[config.mk]
export PLATFORM = sky130hd
export DESIGN_NAME = mwrxpktparse_flat
export DESIGN_NICKNAME = d
export VERILOG_FILES = /design/src/rtl/mwrxpktparse_pkg.sv /design/src/rtl/mwrxpktparse_if.sv /design/src/rtl/mwrxpktparse_skidbuf.sv /design/src/rtl/mwrxpktparse.sv /design/src/flat_wrapper.sv
export SDC_FILE = /design/constraint.sdc
export NUM_CORES = 1
export LEC_CHECK = 0
export ABC_CLOCK_PERIOD_IN_PS = 7260
export CELL_PAD_IN_SITES_DETAIL_PLACEMENT = 0
export CELL_PAD_IN_SITES_GLOBAL_PLACEMENT = 1
export CORE_ASPECT_RATIO = 2
export CORE_UTILIZATION = 46
export CTS_CLUSTER_DIAMETER = 100
export DETAILED_ROUTE_END_ITERATION = 6
export PLACE_DENSITY_LB_ADDON = 0.1
export SLEW_MARGIN = 20
export SYNTH_ARGS = -nofsm -noshare
export SYNTH_HDL_FRONTEND = slang
export SYNTH_SLANG_ARGS = --single-unit
[constraint.sdc]
create_clock -name dutclk -period 7.26 [get_ports dutclk]
set_clock_uncertainty 0.2 [all_clocks]
set_input_delay 1.089 -clock dutclk [delete_from_list [all_inputs] [get_ports dutclk]]
set_output_delay 1.089 -clock dutclk [all_outputs]
set_load 0.005 [all_outputs]
[src/rtl/mwrxpktparse_pkg.sv]
// Shared types and header layout for the RX packet parser.
package mwrxpkt_pkg;

  typedef enum logic [1:0] {
    ST_IDLE    = 2'd0,
    ST_HDR     = 2'd1,
    ST_PAYLOAD = 2'd2,
    ST_DROP    = 2'd3
  } state_t;

  // Byte offsets inside the Ethernet/IPv4/UDP header
  localparam logic [5:0] ETYPE_OFS = 6'd12;
  localparam logic [5:0] IPVER_OFS = 6'd14;
  localparam logic [5:0] PROTO_OFS = 6'd23;
  localparam logic [5:0] DPORT_OFS = 6'd36;
  localparam logic [5:0] ULEN_OFS  = 6'd38;
  localparam logic [5:0] HDRLEN    = 6'd42;
  localparam logic [5:0] HDR_LAST  = HDRLEN - 6'd1;

  localparam logic [15:0] ETYPE_IPV4 = 16'h0800;
  localparam logic [7:0]  IPVER_IHL5 = 8'h45;
  localparam logic [7:0]  PROTO_UDP  = 8'd17;
  localparam logic [15:0] UDP_HDRLEN = 16'd8;

  // Saturating 16-bit increment for the packet counters
  function automatic logic [15:0] sat_inc(input logic [15:0] v);
    return (v == 16'hFFFF) ? v : v + 16'd1;
  endfunction

endpackage

[src/rtl/mwrxpktparse_if.sv]
// RX buffer read port plus outgoing payload stream.
// Stream handshake: a beat transfers on a clock edge where m_tvalid && m_tready;
// while m_tvalid is high and m_tready low, m_tdata/m_tlast/m_tuser hold stable
// and m_tvalid does not drop. The buffer read port has no ready: rxbuffer_datavld
// follows rxbuffer_rden by exactly one cycle.
interface mwrxpktparse_if #(parameter int DW = 8);
  logic          rxbuffer_rden;
  logic [DW-1:0] rxbuffer_data;
  logic          rxbuffer_datavld;
  logic          rxbuffer_eop;
  logic          rxbuffer_empty;
  logic [DW-1:0] m_tdata;
  logic          m_tvalid;
  logic          m_tready;
  logic          m_tlast;
  logic          m_tuser;

  modport master (
    output rxbuffer_rden,
    input  rxbuffer_data, rxbuffer_datavld, rxbuffer_eop, rxbuffer_empty,
    output m_tdata, m_tvalid, m_tlast, m_tuser,
    input  m_tready
  );

  modport slave (
    input  rxbuffer_rden,
    output rxbuffer_data, rxbuffer_datavld, rxbuffer_eop, rxbuffer_empty,
    input  m_tdata, m_tvalid, m_tlast, m_tuser,
    output m_tready
  );
endinterface

[src/rtl/mwrxpktparse_skidbuf.sv]
// Two-entry skid FIFO; entry 0 is the registered output head.
module mwskidbuf #(
  parameter int W = 10
) (
  input  logic         clk_i,
  input  logic         rst_ni,
  input  logic         in_valid_i,
  input  logic [W-1:0] in_data_i,
  output logic         out_valid_o,
  input  logic         out_ready_i,
  output logic [W-1:0] out_data_o,
  output logic [1:0]   count_o
);

  logic [W-1:0] e0_q, e0_d, e1_q, e1_d;
  logic [1:0]   cnt_q, cnt_d;
  logic         pop;

  assign pop         = (cnt_q != 2'd0) && out_ready_i;
  assign out_valid_o = (cnt_q != 2'd0);
  assign out_data_o  = e0_q;
  assign count_o     = cnt_q;

  // Next-entry selection for push/pop combinations at each fill level
  always_comb begin
    e0_d  = e0_q;
    e1_d  = e1_q;
    cnt_d = cnt_q;
    case (cnt_q)
      2'd0: begin
        if (in_valid_i) begin
          e0_d  = in_data_i;
          cnt_d = 2'd1;
        end
      end
      2'd1: begin
        if (in_valid_i && pop) begin
          e0_d = in_data_i;
        end else if (in_valid_i) begin
          e1_d  = in_data_i;
          cnt_d = 2'd2;
        end else if (pop) begin
          cnt_d = 2'd0;
        end
      end
      default: begin
        if (pop) begin
          e0_d = e1_q;
          if (in_valid_i) e1_d = in_data_i;
          else            cnt_d = 2'd1;
        end
      end
    endcase
  end

  // Storage registers
  always_ff @(posedge clk_i) begin
    if (!rst_ni) begin
      e0_q  <= '0;
      e1_q  <= '0;
      cnt_q <= 2'd0;
    end else begin
      e0_q  <= e0_d;
      e1_q  <= e1_d;
      cnt_q <= cnt_d;
    end
  end

endmodule

[src/rtl/mwrxpktparse.sv]
// Parses Ethernet/IPv4/UDP headers from the RX buffer and streams UDP payload.
module mwrxpktparse
  import mwrxpkt_pkg::*;
#(
  parameter int          DATAWIDTH = 8,
  parameter logic [15:0] UDPPORT   = 16'd50000,
  parameter bit          PORTMATCH = 1'b1
) (
  input  logic        dutclk,
  input  logic        reset,
  mwrxpktparse_if.master bus,
  output logic [15:0] udp_dstport,
  output logic [15:0] pkt_ok_count,
  output logic [15:0] pkt_drop_count,
  output state_t      dbg_state_o
);

  state_t      state_q, state_d;
  logic [5:0]  hcnt_q, hcnt_d;
  logic        bad_q, bad_d;
  logic [15:0] dport_q, dport_d, ulen_q, ulen_d;
  logic [15:0] plen_q, plen_d, pcnt_q, pcnt_d;
  logic [15:0] dst_q, dst_d, ok_q, ok_d, drop_q, drop_d;
  logic        rden_q, rden;
  logic        push, push_last, push_user;
  logic [1:0]  skid_cnt, occ_eff;
  logic        skid_vld;
  logic [DATAWIDTH+1:0] skid_out;

  logic [DATAWIDTH-1:0] byte_in;
  logic eop_seen, hdr_fail, credit, more_pay, out_fire;

  assign byte_in  = bus.rxbuffer_data;
  assign eop_seen = bus.rxbuffer_datavld && bus.rxbuffer_eop;
  assign out_fire = skid_vld && bus.m_tready;
  // Occupancy after this cycle's output pop; lets reads continue at 1 byte/cycle
  assign occ_eff  = skid_cnt - {1'b0, out_fire};
  assign credit   = ({1'b0, occ_eff} + {2'b0, rden_q}) < 3'd2;
  // Reads issued for this payload = bytes received + the one in flight
  assign more_pay = ({1'b0, pcnt_q} + {16'b0, rden_q}) < {1'b0, plen_q};
  assign hdr_fail = (ulen_q <= UDP_HDRLEN) || (PORTMATCH && (dport_q != UDPPORT));

  // Parser next-state, header field capture, read request and skid push
  always_comb begin
    state_d   = state_q;
    hcnt_d    = hcnt_q;
    bad_d     = bad_q;
    dport_d   = dport_q;
    ulen_d    = ulen_q;
    plen_d    = plen_q;
    pcnt_d    = pcnt_q;
    dst_d     = dst_q;
    ok_d      = ok_q;
    drop_d    = drop_q;
    rden      = 1'b0;
    push      = 1'b0;
    push_last = 1'b0;
    push_user = 1'b0;
    case (state_q)
      ST_IDLE: begin
        hcnt_d = 6'd0;
        bad_d  = 1'b0;
        if (!bus.rxbuffer_empty) state_d = ST_HDR;
      end
      ST_HDR: begin
        rden = !bus.rxbuffer_empty && !eop_seen;
        if (bus.rxbuffer_datavld) begin
          hcnt_d = hcnt_q + 6'd1;
          if (hcnt_q == ETYPE_OFS && byte_in != ETYPE_IPV4[15:8]) bad_d = 1'b1;
          if (hcnt_q == ETYPE_OFS + 6'd1 && byte_in != ETYPE_IPV4[7:0]) bad_d = 1'b1;
          if (hcnt_q == IPVER_OFS && byte_in != IPVER_IHL5) bad_d = 1'b1;
          if (hcnt_q == PROTO_OFS && byte_in != PROTO_UDP) bad_d = 1'b1;
          if (hcnt_q == DPORT_OFS)         dport_d[15:8] = byte_in;
          if (hcnt_q == DPORT_OFS + 6'd1)  dport_d[7:0]  = byte_in;
          if (hcnt_q == ULEN_OFS)          ulen_d[15:8]  = byte_in;
          if (hcnt_q == ULEN_OFS + 6'd1)   ulen_d[7:0]   = byte_in;
          if (bus.rxbuffer_eop) begin
            // Runt: frame ended inside the header
            drop_d  = sat_inc(drop_q);
            hcnt_d  = 6'd0;
            bad_d   = 1'b0;
            state_d = ST_IDLE;
          end else if (hcnt_q == HDR_LAST) begin
            if (bad_q || hdr_fail) begin
              drop_d  = sat_inc(drop_q);
              state_d = ST_DROP;
            end else begin
              plen_d  = ulen_q - UDP_HDRLEN;
              pcnt_d  = 16'd0;
              dst_d   = dport_q;
              state_d = ST_PAYLOAD;
            end
          end
        end
      end
      ST_PAYLOAD: begin
        rden = !bus.rxbuffer_empty && credit && more_pay && !eop_seen;
        if (bus.rxbuffer_datavld) begin
          push      = 1'b1;
          pcnt_d    = pcnt_q + 16'd1;
          push_last = bus.rxbuffer_eop || (pcnt_q + 16'd1 == plen_q);
          push_user = bus.rxbuffer_eop && (pcnt_q + 16'd1 != plen_q);
          if (push_last) begin
            ok_d   = sat_inc(ok_q);
            hcnt_d = 6'd0;
            bad_d  = 1'b0;
            if (!bus.rxbuffer_eop)        state_d = ST_DROP;
            else if (bus.rxbuffer_empty)  state_d = ST_IDLE;
            else                          state_d = ST_HDR;
          end
        end
      end
      default: begin
        rden = !bus.rxbuffer_empty && !eop_seen;
        if (eop_seen) begin
          hcnt_d  = 6'd0;
          bad_d   = 1'b0;
          state_d = bus.rxbuffer_empty ? ST_IDLE : ST_HDR;
        end
      end
    endcase
    // No pops while reset is held
    if (!reset) rden = 1'b0;
  end

  // Parser state registers
  always_ff @(posedge dutclk) begin
    if (!reset) begin
      state_q <= ST_IDLE;
      hcnt_q  <= 6'd0;
      bad_q   <= 1'b0;
      dport_q <= 16'd0;
      ulen_q  <= 16'd0;
      plen_q  <= 16'd0;
      pcnt_q  <= 16'd0;
      dst_q   <= 16'd0;
      ok_q    <= 16'd0;
      drop_q  <= 16'd0;
      rden_q  <= 1'b0;
    end else begin
      state_q <= state_d;
      hcnt_q  <= hcnt_d;
      bad_q   <= bad_d;
      dport_q <= dport_d;
      ulen_q  <= ulen_d;
      plen_q  <= plen_d;
      pcnt_q  <= pcnt_d;
      dst_q   <= dst_d;
      ok_q    <= ok_d;
      drop_q  <= drop_d;
      rden_q  <= rden;
    end
  end

  mwskidbuf #(.W(DATAWIDTH + 2)) u_skid (
    .clk_i       (dutclk),
    .rst_ni      (reset),
    .in_valid_i  (push),
    .in_data_i   ({push_last, push_user, byte_in}),
    .out_valid_o (skid_vld),
    .out_ready_i (bus.m_tready),
    .out_data_o  (skid_out),
    .count_o     (skid_cnt)
  );

  assign bus.rxbuffer_rden = rden;
  assign bus.m_tvalid      = skid_vld;
  assign bus.m_tdata       = skid_out[DATAWIDTH-1:0];
  assign bus.m_tuser       = skid_out[DATAWIDTH];
  assign bus.m_tlast       = skid_out[DATAWIDTH+1];
  assign udp_dstport       = dst_q;
  assign pkt_ok_count      = ok_q;
  assign pkt_drop_count    = drop_q;
  assign dbg_state_o       = state_q;

endmodule

[src/flat_wrapper.sv]
// flat-port wrapper written by rule: the top's interface ports become plain ports
module mwrxpktparse_flat import mwrxpkt_pkg::*;
#(
  parameter int          DATAWIDTH = 8,
  parameter logic [15:0] UDPPORT   = 16'd50000,
  parameter bit          PORTMATCH = 1'b1
)
  (dutclk, reset, udp_dstport, pkt_ok_count, pkt_drop_count, dbg_state_o, bus_rxbuffer_rden, bus_rxbuffer_data, bus_rxbuffer_datavld, bus_rxbuffer_eop, bus_rxbuffer_empty, bus_m_tdata, bus_m_tvalid, bus_m_tlast, bus_m_tuser, bus_m_tready);
  mwrxpktparse_if #(.DW(8)) bus_i ();
  input  logic dutclk;
  input  logic reset;
  output logic [15:0] udp_dstport;
  output logic [15:0] pkt_ok_count;
  output logic [15:0] pkt_drop_count;
  output state_t dbg_state_o;
  output wire logic [$bits(bus_i.rxbuffer_rden)-1:0] bus_rxbuffer_rden;
  input wire logic [$bits(bus_i.rxbuffer_data)-1:0] bus_rxbuffer_data;
  input wire logic [$bits(bus_i.rxbuffer_datavld)-1:0] bus_rxbuffer_datavld;
  input wire logic [$bits(bus_i.rxbuffer_eop)-1:0] bus_rxbuffer_eop;
  input wire logic [$bits(bus_i.rxbuffer_empty)-1:0] bus_rxbuffer_empty;
  output wire logic [$bits(bus_i.m_tdata)-1:0] bus_m_tdata;
  output wire logic [$bits(bus_i.m_tvalid)-1:0] bus_m_tvalid;
  output wire logic [$bits(bus_i.m_tlast)-1:0] bus_m_tlast;
  output wire logic [$bits(bus_i.m_tuser)-1:0] bus_m_tuser;
  input wire logic [$bits(bus_i.m_tready)-1:0] bus_m_tready;
  assign bus_rxbuffer_rden = bus_i.rxbuffer_rden;
  assign bus_i.rxbuffer_data = bus_rxbuffer_data;
  assign bus_i.rxbuffer_datavld = bus_rxbuffer_datavld;
  assign bus_i.rxbuffer_eop = bus_rxbuffer_eop;
  assign bus_i.rxbuffer_empty = bus_rxbuffer_empty;
  assign bus_m_tdata = bus_i.m_tdata;
  assign bus_m_tvalid = bus_i.m_tvalid;
  assign bus_m_tlast = bus_i.m_tlast;
  assign bus_m_tuser = bus_i.m_tuser;
  assign bus_i.m_tready = bus_m_tready;
  mwrxpktparse #(.DATAWIDTH(DATAWIDTH), .UDPPORT(UDPPORT), .PORTMATCH(PORTMATCH)) u_core (.dutclk(dutclk), .reset(reset), .bus(bus_i), .udp_dstport(udp_dstport), .pkt_ok_count(pkt_ok_count), .pkt_drop_count(pkt_drop_count), .dbg_state_o(dbg_state_o));
endmodule
[After elaboration in Yosys (flattened, before gate mapping)]
Index checks and enable logic that the tools add are counted.
Storage, ports and cells
  bits in registers: 144
  output and inout port bits: 62
Operators by class
  $add $sub $neg: 8
  order comparisons: 3
  equality and inequality tests: 34
  multiplexer cells: 60
  bitwise logic cells: 4
  reduce and logical (&&, ||, !) cells: 41
Operator list (number)
  $mux W16: 9
  $mux W10: 6
  $add A16 B1 Y16 const B: 3
  $pmux W10 S2: 2
  $eq A16 B16 Y1 const B: 2
  $pmux W16 S2: 1
  $eq A6 B6 Y1 const B: 5
  $mux W6: 5
  $mux W2: 14
  $eq A6 B4 Y1 const B: 3
  $mux W1: 18
  $pmux W6 S3: 1
  $reduce_and A3 Y1: 6
  $add A16 B1 Y17: 1
  $lt A17 B16 Y1: 1
  $eq A16 B16 Y1: 1
  $le A16 B4 Y1 const B: 1
  $ne A16 B16 Y1: 1
  $ne A16 B16 Y1 const B: 1
  $ne A2 B2 Y1 const B: 8
  $sub A16 B4 Y16 const B: 1
  $reduce_and A5 Y1: 3
  $logic_and A1 B1 Y1: 12
  $reduce_and A4 Y1: 3
  27 further kinds: 42

[Logic depth before layout (Yosys ltp)]
Gate-level depths: netlist (run 1).
  depth in word-level cells: 10
  mapped depth: 13
  depth with buffers taken out: 13

[Cells and area by module]
From an unflattened synthesis (run 1), not the netlist that was laid out.
Unflattened totals
  cells, all modules: 932
  area total of the unflattened synthesis: 7817.5 µm²
Modules (own cells, without submodules)
  mwrxpktparse: instances 1, cells each 825, area each 6797.8 µm²
  mwskidbuf: instances 1, cells each 107, area each 1019.7 µm²

[Worst setup path after synthesis (run 1)]
OpenSTA, ideal clock, no wires.
  kind: reg-to-output
  start point: register u_core.pcnt_q[1]
  end point: output bus_rxbuffer_rden
  arrival: 2.646 ns
  path slack: 3.325 ns
  stages on the path, launching flop included: 14
  cells stage by stage: dfxtp_1 clkbuf_1 nand3_1 nor2_1 and2_1 nand4_1 xnor2_1 ha_1 a21o_1 a21oi_1 nor2b_1 a2111oi_0 o21ai_0 a31oi_1
Between the ends
  longest elaborated chain between the ends: 6
Ends and longest elaborated chain
  from (decl): line mwrxpktparse.sv:22  | logic [15:0] plen_q, plen_d, pcnt_q, pcnt_d;
  from (signal assigned): line mwrxpktparse.sv:147  | pcnt_q <= pcnt_d;
  $add A16 B1 Y17: line mwrxpktparse.sv:40  | assign more_pay = ({1'b0, pcnt_q} + {16'b0, rden_q}) < {1'b0, plen_q};
  $lt A17 B16 Y1: line mwrxpktparse.sv:40
  $logic_and A1 B1 Y1 (2 in a row): line mwrxpktparse.sv:97  | rden = !bus.rxbuffer_empty && credit && more_pay && !eop_seen;
  $pmux W1 S2: line mwrxpktparse.sv:59  | case (state_q)
  $mux W1: line mwrxpktparse.sv:123  | if (!reset) rden = 1'b0;
  to (decl): line flat_wrapper.sv:16  | output wire logic [$bits(bus_i.rxbuffer_rden)-1:0] bus_rxbuffer_rden;
Every way passes these cells.

[Worst setup path after layout (run 1)]
  start point: register u_core.pcnt_q[0]
  end point: output bus_rxbuffer_rden
The elaborated chain is that of the path after synthesis.

==> results of run 1 <==
[synth_stat cells (5+ instances only)]
| master | n |
|---|---|
| xor2_1 | 15 |
| nand4_1 | 19 |
| xnor2_1 | 35 |
| o21a_1 | 6 |
| clkbuf_1 | 58 |
| nor4_1 | 12 |
| nor2b_1 | 7 |
| buf_2 | 5 |
| or3_1 | 15 |
| o21ai_0 | 31 |
| nand2b_1 | 13 |
| dfxtp_1 | 144 |
| mux2i_1 | 28 |
| a21o_1 | 7 |
| o211ai_1 | 6 |
| or4_1 | 10 |
| a21oi_1 | 74 |
| nor3_1 | 30 |
| nor2_1 | 102 |
| a31oi_1 | 17 |
| inv_1 | 31 |
| and2_1 | 6 |
| a31o_2 | 5 |
| a311oi_1 | 6 |
| a211oi_1 | 21 |
| and4_1 | 7 |
| nand3_1 | 63 |
| o22ai_1 | 5 |
| nand2_1 | 106 |
| ha_1 | 26 |
| and3_1 | 18 |
[metrics by stage]
step           setup slack, ns  util, %  cells  power [W]
6_report                  1.41     55.6   1241    0.00187
5_1_grt                   1.12     55.6   1241    0.00193
4_1_cts                   1.37     55.5   1241    0.00189
3_5_place_dp              1.86     51.5   1209   0.000869
3_3_place_gp              2.00     51.5   1209   0.000869
2_1_floorplan             3.33        -    993   0.000845
[worst paths after layout]
path         cells past startpoint         startpoint                endpoint
max reg2reg                      7   u_core.pcnt_q[3]  u_core.pkt_ok_count[9]
min reg2reg                      2  u_core.dport_q[5]       u_core.dport_q[5]
min                              2  u_core.dport_q[5]       u_core.dport_q[5]
max                             13   u_core.pcnt_q[0]       bus_rxbuffer_rden
[logic make-up after synthesis]
group	after synthesis	share of synthesized area, %
AOI/OAI and AO/OA	209	17.2
xor gates and xnor gates	50	5.56
adders and majority gates	26	4.13
buffers and inverters	105	5.47
DFF	144	36.6
muxes	28	3.56
and+or+nand+nor	431	27.4
[tightest hold or removal path, cell delays in order (launching register included)]
cell and delay, ns:
dfxtp_1 0.31, nand2_1 0.05, a21oi_1 0.05
[registers in the layout, indices dropped and copies added (netlist names)]
| name | flops |
|---|---|
| u_core.hcnt_q | 6 |
| u_core.udp_dstport | 16 |
| u_core.u_skid.count_o | 2 |
| u_core.dport_q | 16 |
| u_core.pkt_ok_count | 16 |
| u_core.dbg_state_o | 2 |
| u_core.rden_q | 1 |
| u_core.bad_q | 1 |
| u_core.plen_q | 16 |
| u_core.pkt_drop_count | 16 |
| u_core.u_skid.e1_q | 10 |
| u_core.ulen_q | 16 |
| u_core.u_skid.out_data_o | 10 |
| u_core.pcnt_q | 16 |
[cell usage in the layout (no fill, tap or decap), types with 19 or more instances in the layout]
cell             synthesis  routed
nand4_1                 19      19
ha_1                    26      26
nor3_1                  30      29
mux2i_1                 28      28
nand2_1                106     106
o21ai_0                 31      30
nand3_1                 63      63
xnor2_1                 35      35
clkdlybuf4s50_1          0      75
a211oi_1                21      21
inv_1                   31      31
a21oi_1                 74      74
nor2_1                 102     101
dfxtp_1                144     144
[cell type report]
class / instances / area [µm²] / share of cell area (%)
Sequential cell: 144 / 2880 / 30.9
Multi-Input combinational cell: 744 / 4580 / 49.1
Clock buffer: 19 / 453 / 4.86
Inverter: 33 / 125 / 1.34
Clock inverter: 13 / 231 / 2.48
Timing Repair Buffer: 81 / 796 / 8.54
Tap cell: 207 / 259 / 2.78
[per-layer routing]
layer	share of wire, %	global-route usage (%)	up-vias
met1	38	28.0	3462
met3	3.0	4.23	68
li1	-	-	3607
met5	0	0	-
met2	54	47.8	165
met4	5.2	16.2	0
[where the power goes]
part           internal, W   total, W  switching, W
registers         0.000791   0.000794    0.00000280
logic            0.0000164  0.0000580     0.0000416
clock network     0.000664    0.00102      0.000356
total              0.00147    0.00187      0.000401
==> summary.txt, run 1 <==
CTS
  – Clock root cell: clkbuf_16
  – # clock sinks: 144
  – Clock Tree Buf Depth: 2
  – Clock-pin slew on the worst setup and hold paths: 0.07 ns
  – TritonCTS clock tree: built
  – Clk_lat worst skew: 0.43 ns
  – Hold_buf cts: 0
  – Total setup buffers inserted after CTS: 0
  – Depth of the CTS H-tree: 4
  – Cts bufs inserted: 17
  – Cts repair resizes: 0

Global routing
  – GRT overflow: 0
  – All-Layer GR Usage: 26.6%
  – Vias in the first global route: 6960
  – Global-route wire length before repair: 36.0 mm
  – Initial antenna violation count: 0
  – Largest net degree at the start of global routing: 86

Routing
  – Vias per inst: 5.88
  – WL/cell: 18.4 µm
  – DRC: 0
  – Antenna Violating Nets Remaining: 0
  – Drt pass-1 iters: 5
  – DR vias: 7302
  – Final WL: 22.9 mm
  – DR iter-0 viols: 326

Synth
  – Syn Nets: 1033
  – Distinct cell type count after synthesis: 65
  – FFs w/ async S/R, synth: 0%
  – Mean post-synth cell area: 7.93 µm²
  – Yosys top cell by area: dfxtp_1
  – Top-area cell type share of the netlist area: 36.6%
  – Sequential area share after synthesis: 36.6%
  – Flops & latches, synth: 144
  – Post-synth EDFFs: 0
  – Mapped Cells: 993
  – Mapped cell area: 7870 µm²
  – Ys Warns: 0
  – Main synth FF type: dfxtp_1
  – Leading post-synthesis cells by cell area: dfxtp_1 37%, nand2_1 5.1%, nor2_1 4.9%, a21oi_1 4.7%, ha_1 4.1%

Worst setup path
  – WP buf/inv: 1
  – CP dominant cell by count: ha_1
  – CP Data Arrival Time: 4.56 ns
  – Worst-path fanout max: 12
  – Crit path launch type: flop
  – Setup Crit Path Kind: flop to output pin
  – Slowest stage cell, crit path: a2111oi_0
  – Reg2reg setup slack: 3.03 ns
  – Cell family with most CP delay: compound AO/OA/AOI/OAI gates
  – Critical path endpoint category: output pin
  – Worst EP required: 5.97 ns
  – Crit-path cells: ha_1 > ha_1 > and2_0 > nand2_1 > xnor2_1 > ha_1 > a21o_1 > a21oi_1 > nor2b_1 > a2111oi_0 > o21ai_0 > a31oi_1 > clkdlybuf4s50_1
  – Max stage delay on crit path: 0.72 ns

Worst hold path
  – HP Class: flop to flop

Floorplanning
  – CORE AREA: 16800 µm²
  – Die Wd: 94.5 µm
  – Die ar.: 17700 µm²
  – Starting Density: 46.9%
  – Die extent in y: 187 µm
  – Row count: 67
  – Ports: 76

STA
  – Final Hold Viols: 0
  – Period utilization: 80.5%
  – Headroom to the max-slew limit: 27.9%
  – Period minus WS final: 5.85 ns
  – Fmax: 0.171 GHz
  – Max Slew Vio Count: 0
  – RSZ-0062 raised after global routing: false
  – Final setup violation count: 0
  – Hold Slack: 0.256 ns
  – Worst-margin pin slew: 1.07 ns
  – Setup TNS: 0 ns

Power
  – Leakage: 3.20 nW
  – VDD IR max: 0.190 mV
  – Pwr dens: 201 nW/µm²

Final layout
  – Layout area overhead: 18.5%
  – N_diodes: 0
  – Post-route cell area: 9320 µm²
  – Share of cells above drive strength 1: 5.90%
  – NumNets Final: 1061
  – Fillers: 1666

Placed design
  – Global placement routability congestion: 0.908
  – Buffers on Ports: 75
  – Placed cell areas: 8630 µm²
  – Post-DP HPWL: 16.4 mm

Outcome
  – Status: completed

Flow run
  – Max Cap Violations: 0
(Power assumes the default switching activity.)
==> run 2, diff against run 1 <==
- ABC_CLOCK_PERIOD_IN_PS: 7260 -> 5700
- CORE_UTILIZATION: 46 -> 43
- clock period: 7.26 -> 5.7 ns (I/O delays scaled with it)
==> summary.txt, run 2 (same netlist as run 1, synthesis figures left out) <==
Floorplanning
  – Die ar.: 18900 µm² (+6.9%)
  – Ports: 76 (unchanged)
  – Die extent in y: 193 µm (+3.4%)
  – Row count: 69 (+3.0%)
  – Die Wd: 97.7 µm (+3.4%)
  – CORE AREA: 17900 µm² (+6.6%)
  – Starting Density: 44.0% (-2.9 points)

Routing
  – DRC: 6 (+6)
  – Final WL: 23.6 mm (+3.3%)
  – WL/cell: 18.8 µm (+2.0%)
  – Antenna Violating Nets Remaining: 0 (unchanged)
  – Drt pass-1 iters: 7 (+2)
  – DR iter-0 viols: 330 (+1.2%)
  – Vias per inst: 5.78 (-1.7%)
  – DR vias: 7271 (-0.42%)

Global routing
  – Largest net degree at the start of global routing: 64 (-26%)
  – Vias in the first global route: 6905 (-0.79%)
  – GRT overflow: 0 (unchanged)
  – Global-route wire length before repair: 37.3 mm (+3.6%)
  – All-Layer GR Usage: 25.5% (-1.1 points)
  – Initial antenna violation count: 0 (unchanged)

Outcome
  – Status: finished, violations left
  – Failing checks: design-rule violations

CTS
  – Total setup buffers inserted after CTS: 0 (unchanged)
  – # clock sinks: 144 (unchanged)
  – Clock Tree Buf Depth: 2 (unchanged)
  – Cts bufs inserted: 17 (unchanged)
  – Clock root cell: clkbuf_16
  – Clock-pin slew on the worst setup and hold paths: 0.06 ns (about the same)
  – Hold_buf cts: 0 (unchanged)
  – Cts repair resizes: 0 (unchanged)
  – Depth of the CTS H-tree: 4 (unchanged)
  – TritonCTS clock tree: built
  – Clk_lat worst skew: 0.42 ns (about the same)

Final layout
  – Layout area overhead: 18.6%
  – Most common cell after layout, fill and taps aside: dfxtp_1
  – Share of cells above drive strength 1: 6.61% (+0.71 points)
  – N_diodes: 0 (unchanged)
  – Commonest non-fill, non-tap cells in the layout: 144 x dfxtp_1, 106 x nand2_1, 101 x nor2_1
  – Core Util, Final: 52.2% (-3.4 points)
  – Post-route cell area: 9340 µm² (+0.15%)
  – NumNets Final: 1071 (+0.94%)

STA
  – Fmax: 0.189 GHz
  – Period utilization: 92.6%
  – Setup TNS: 0 ns (unchanged)
  – Headroom to the max-slew limit: 36.8% (+8.9 points)
  – Max Slew Vio Count: 0 (unchanged)
  – Final Hold Viols: 0 (unchanged)
  – Hold Slack: 0.254 ns (-0.00167 ns)
  – Final setup violation count: 0 (unchanged)
  – RSZ-0062 raised after global routing: false
  – Worst-margin pin slew: 0.948 ns (-0.127 ns)
  – Period minus WS final: 5.28 ns

Worst setup path
  – WP buf/inv: 1 (unchanged)
  – CP Data Arrival Time: 4.22 ns (-0.34 ns)
  – Worst-path fanout max: 12 (unchanged)
  – Crit path launch type: flop
  – Critical path endpoint category: output pin
  – Worst EP required: 4.64 ns (-1.33 ns)
  – Max stage delay on crit path: 0.55 ns (-0.17 ns)
  – CP dominant cell by count: ha_1
  – Setup Crit Path Kind: flop to output pin
  – Slowest stage cell, crit path: dfxtp_1
  – Cell family with most CP delay: compound AO/OA/AOI/OAI gates
  – Crit-path cells: ha_1 > ha_1 > and2_0 > nand2_1 > xnor2_1 > ha_1 > a21o_1 > a21oi_1 > nor2b_1 > a2111oi_1 > o21ai_0 > a31oi_1 > clkdlybuf4s50_1

Power
  – Combinational share of power: 3.3% (+0.2 points)
  – VDD IR max: 0.277 mV (+46%)
  – Clk pwr share: 51.5% (-3.0 points)
  – Flop pwr share: 45.2% (+2.8 points)
  – Pwr dens: 240 nW/µm² (+19%)
  – Net Switching: 0.000486 W (+21%)
  – Cell-internal power: 0.00175 W (+19%)
  – Sw Share: 21.7% (+0.29 points)
  – Leakage: 3.22 nW (+0.47%)

Placed design
  – Post-DP HPWL: 17.5 mm (+6.2%)
  – Global placement routability congestion: 0.931 (+2.5%)
  – Buffers on Ports: 75 (unchanged)
  – Placed cell areas: 8730 µm² (+1.1%)

Worst hold path
  – HP Class: flop to flop

Flow run
  – Max Cap Violations: 0 (unchanged)
==> run 2: changes by cell type in the layout (fill, tap and decap cells not counted), sizes merged <==
cell,previous run,this run
buf,6,16
clkbuf,19,23
bufinv,6,3
inv,34,32
clkinvlp,2,3
==> run 2: worst min-delay path, cell delays in order, from the launching register on <==
cell	delay, ns
dfxtp_1	0.30
nand2_1	0.05
a21oi_1	0.05
==> run 2: cell type report <==
cell class | count | area [µm²]
flip-flops and latches | 144 | 2880
repair buffers | 91 | 883
clock inverters | 9 | 131
clock buffers | 23 | 478
fillers | 1762 | 8530
multi-input cells | 744 | 4570
well taps | 213 | 267
inverters | 33 | 125
==> run 2: worst paths after layout <==
kind	slack, ns	cells after the start	to	from
max	0.42	13	bus_rxbuffer_rden	u_core.pcnt_q[0]
min	0.25	2	u_core.dport_q[1]	u_core.dport_q[1]
max reg2reg	1.67	9	u_core.pkt_ok_count[9]	u_core.pcnt_q[0]
min reg2reg	0.25	2	u_core.dport_q[1]	u_core.dport_q[1]
==> run 2: per-stage QoR <==
step / power, W / worst slack [ns] / std cells
floorplan: 0.00108 / 2.00 / 993
global placement: 0.00111 / 0.879 / 1225
detailed placement: 0.00111 / 0.826 / 1225
CTS: 0.00227 / 0.342 / 1257
global route: 0.00231 / 0.0687 / 1257
finish: 0.00224 / 0.422 / 1257
==> run 2: routing by layer <==
layer | track usage, % | share of wire [%] | up-vias | wire, µm
met5 | 0 | 0 | - | 0
met3 | 3.58 | 2.9 | 53 | 675
li1 | - | - | 3629 | -
met1 | 26.1 | 38 | 3448 | 8880
met4 | 14.0 | 4.6 | 0 | 1100
met2 | 48.4 | 55 | 141 | 13000
==> run 2: power groups by stage <==
| stage | Combinational, W | Clock [W] | Sequential (W) |
|---|---|---|---|
| final | 0.0000748 | 0.00115 | 0.00101 |
| after global routing | 0.0000814 | 0.00122 | 0.00101 |
| after CTS | 0.0000754 | 0.00119 | 0.00101 |
| after detailed placement | 0.0000752 | 0 | 0.00103 |
| after global placement | 0.0000755 | 0 | 0.00103 |
| after floorplan | 0.0000445 | 0 | 0.00103 |
==> run 3, diff against run 2 <==
- CORE_ASPECT_RATIO: 2 -> 1.5
- CTS_BUF_LIST: not set -> sky130_fd_sc_hd__clkbuf_16
==> summary.txt, run 3 (same netlist as run 1, synthesis figures left out) <==
CTS
  – Clk_lat worst skew: 0.43 ns (about the same)
  – Total setup buffers inserted after CTS: 0 (unchanged)
  – Cts bufs inserted: 17 (unchanged)
  – Depth of the CTS H-tree: 4 (unchanged)
  – # clock sinks: 144 (unchanged)
  – Hold_buf cts: 0 (unchanged)
  – TritonCTS clock tree: built
  – Clock-pin slew on the worst setup and hold paths: 0.06 ns (about the same)
  – Clock root cell: clkbuf_16
  – Clock Tree Buf Depth: 2 (unchanged)
  – Cts repair resizes: 0 (unchanged)

Floorplanning
  – Row count: 60 (-13%)
  – Die Wd: 112 µm (+15%)
  – Die extent in y: 168 µm (-13%)
  – CORE AREA: 17900 µm² (+0.40%)
  – Ports: 76 (unchanged)
  – Starting Density: 43.9% (-0.18 points)
  – Die ar.: 18900 µm² (-0.11%)

STA
  – Final Hold Viols: 0 (unchanged)
  – RSZ-0062 raised after global routing: false
  – Worst Setup Slack, final: 0.423 ns (+0.000976 ns)
  – Max Slew Vio Count: 0 (unchanged)
  – Fmax: 0.190 GHz (about the same)
  – Final setup violation count: 0 (unchanged)
  – Worst-margin pin slew: 0.899 ns (-0.0491 ns)
  – Headroom to the max-slew limit: 39.8% (+3.1 points)
  – Hold Slack: 0.252 ns (-0.00158 ns)
  – Setup TNS: 0 ns (unchanged)
  – Period utilization: 92.6% (about the same)
  – Period minus WS final: 5.28 ns (-0.000976 ns)

Power
  – Sw Share: 24.4% (+2.7 points)
  – Cell-internal power: 0.00163 W (-6.8%)
  – VDD IR max: 0.160 mV (-42%)
  – Flop pwr share: 46.8% (+1.6 points)
  – Pwr dens: 233 nW/µm² (-2.9%)
  – Net Switching: 0.000526 W (+8.4%)
  – Combinational share of power: 3.4% (about the same)
  – Clk pwr share: 49.8% (-1.7 points)
  – Leakage: 3.18 nW (-1.3%)
  – Power consumption: 0.00216 W (-3.5%)

Routing
  – Vias per inst: 5.75 (-0.68%)
  – DR vias: 7233 (-0.52%)
  – Final WL: 22.9 mm (-3.3%)
  – WL/cell: 18.2 µm (-3.4%)
  – Antenna Violating Nets Remaining: 0 (unchanged)
  – DR iter-0 viols: 390 (+18%)
  – DRC: 0 (-6)
  – Drt pass-1 iters: 4 (-3)

Worst setup path
  – Worst EP required: 4.64 ns (about the same)
  – Worst r2r dst: u_core.pkt_ok_count[14]
  – Critical path endpoint category: output pin
  – Setup Crit Path Kind: flop to output pin
  – Reg2reg setup slack: 1.63 ns (-0.04 ns)
  – FF-to-FF Start: u_core.pcnt_q[2]
  – Crit path launch type: flop
  – CP Data Arrival Time: 4.22 ns (about the same)
  – Worst-path fanout max: 12 (unchanged)
  – Register-to-Register Path Depth: 7 (-2)

Global routing
  – Met2 usage: 44.0% (-4.4 points)
  – Initial antenna violation count: 0 (unchanged)
  – Global routing usage on met3: 3.66% (+0.079 points)
  – GR met1 Demand/Resource: 28.7% (+2.5 points)
  – Largest net degree at the start of global routing: 57 (-11%)
  – Global-route wire length before repair: 36.7 mm (-1.8%)
  – GR peak layer: met2
  – Vias in the first global route: 7021 (+1.7%)
  – GRT overflow: 0 (unchanged)
  – All-Layer GR Usage: 24.8% (-0.61 points)

Final layout
  – Most common cell after layout, fill and taps aside: dfxtp_1
  – Share of cells above drive strength 1: 6.43% (-0.18 points)
  – FF/Latch Area: 2880 µm² (unchanged)
  – Multi-input gate area: 4580 µm² (+0.22%)
  – N_diodes: 0 (unchanged)
  – NumNets Final: 1069 (-0.19%)
  – Layout area overhead: 17.8%
  – Commonest non-fill, non-tap cells in the layout: 144 x dfxtp_1, 106 x nand2_1, 101 x nor2_1
  – Fin cells: 1259 (+0.16%)
  – Fillers: 1762 (unchanged)

Placed design
  – Post-DP HPWL: 16.4 mm (-6.0%)
  – Placed cell count: 1227 (+0.16%)
  – Setup WS pre-CTS: 0.876 ns (+0.0496 ns)
  – Buffers on Ports: 75 (unchanged)
  – Global placement routability congestion: 0.871 (-6.5%)

Worst hold path
  – HP Class: flop to flop
  – Hold depth: 2 (unchanged)
  – Hold Path Sink: u_core.dport_q[6]
  – Hold path startpoint: u_core.dport_q[6]

Flow run
  – Max Cap Violations: 0 (unchanged)

Outcome
  – Status: completed
==> run 3: cell count changes in the layout (fill, tap and decap cells not counted), sizes merged <==
| cell | delta |
|---|---|
| clkbuf | -6 |
| buf | -2 |
| clkinvlp | +2 |
| bufinv | -2 |
| inv | +6 |
==> run 3: metal layers <==
metal / wire length [µm] / share of wire [%]
met3: 734 / 3.2
met1: 9660 / 42
met5: 0 / 0
met2: 11600 / 51
met4: 856 / 3.7
==> run 3: power groups by stage <==
stage,Clock (W),Combinational [W],Sequential [W]
finish,0.00107,0.0000743,0.00101
global route,0.00113,0.0000809,0.00101
CTS,0.00110,0.0000746,0.00101
detailed placement,0,0.0000744,0.00103
global placement,0,0.0000748,0.00103
floorplan,0,0.0000445,0.00103
==> run 3: per-stage QoR <==
| step | area [µm²] | utilization, % |
|---|---|---|
| after global routing | 9270 | 51.7 |
| after floorplan | 7870 | - |
| after global placement | 8700 | 48.5 |
| after CTS | 9260 | 51.6 |
| final | 9270 | 51.7 |
| after detailed placement | 8700 | 48.5 |
==> run 3: how the worst max path moves through the flow <==
stage / startpoint / to / slack [ns] / cells after the start
detailed placement: u_core.pcnt_q[0] / bus_rxbuffer_rden / 0.88 / 13
global placement: u_core.pcnt_q[0] / bus_rxbuffer_rden / 0.95 / 13
floorplan: u_core.pcnt_q[1] / bus_rxbuffer_rden / 2.00 / 13
finish: u_core.pcnt_q[0] / bus_rxbuffer_rden / 0.42 / 13
global route: u_core.pcnt_q[0] / bus_rxbuffer_rden / 0.02 / 14
CTS: u_core.pcnt_q[0] / bus_rxbuffer_rden / 0.41 / 13
==> run 3: layout make-up <==
| type | count | area share (%) |
|---|---|---|
| inverters | 33 | 1.35 |
| well taps | 217 | 2.93 |
| clock inverters | 15 | 1.44 |
| clock buffers | 17 | 4.59 |
| flip-flops and latches | 144 | 31.1 |
| multi-input cells | 744 | 49.4 |
| repair buffers | 89 | 9.23 |
==> run 3: worst max-delay path, stage by stage (launching register included) <==
cell and delay (ns):
dfxtp_1 0.54, ha_1 0.24, ha_1 0.20, and2_0 0.33, nand2_1 0.11, xnor2_1 0.14
ha_1 0.32, a21o_1 0.16, a21oi_1 0.14, nor2b_1 0.06, a2111oi_0 0.53, o21ai_0 0.22
a31oi_1 0.26, clkdlybuf4s50_1 0.54
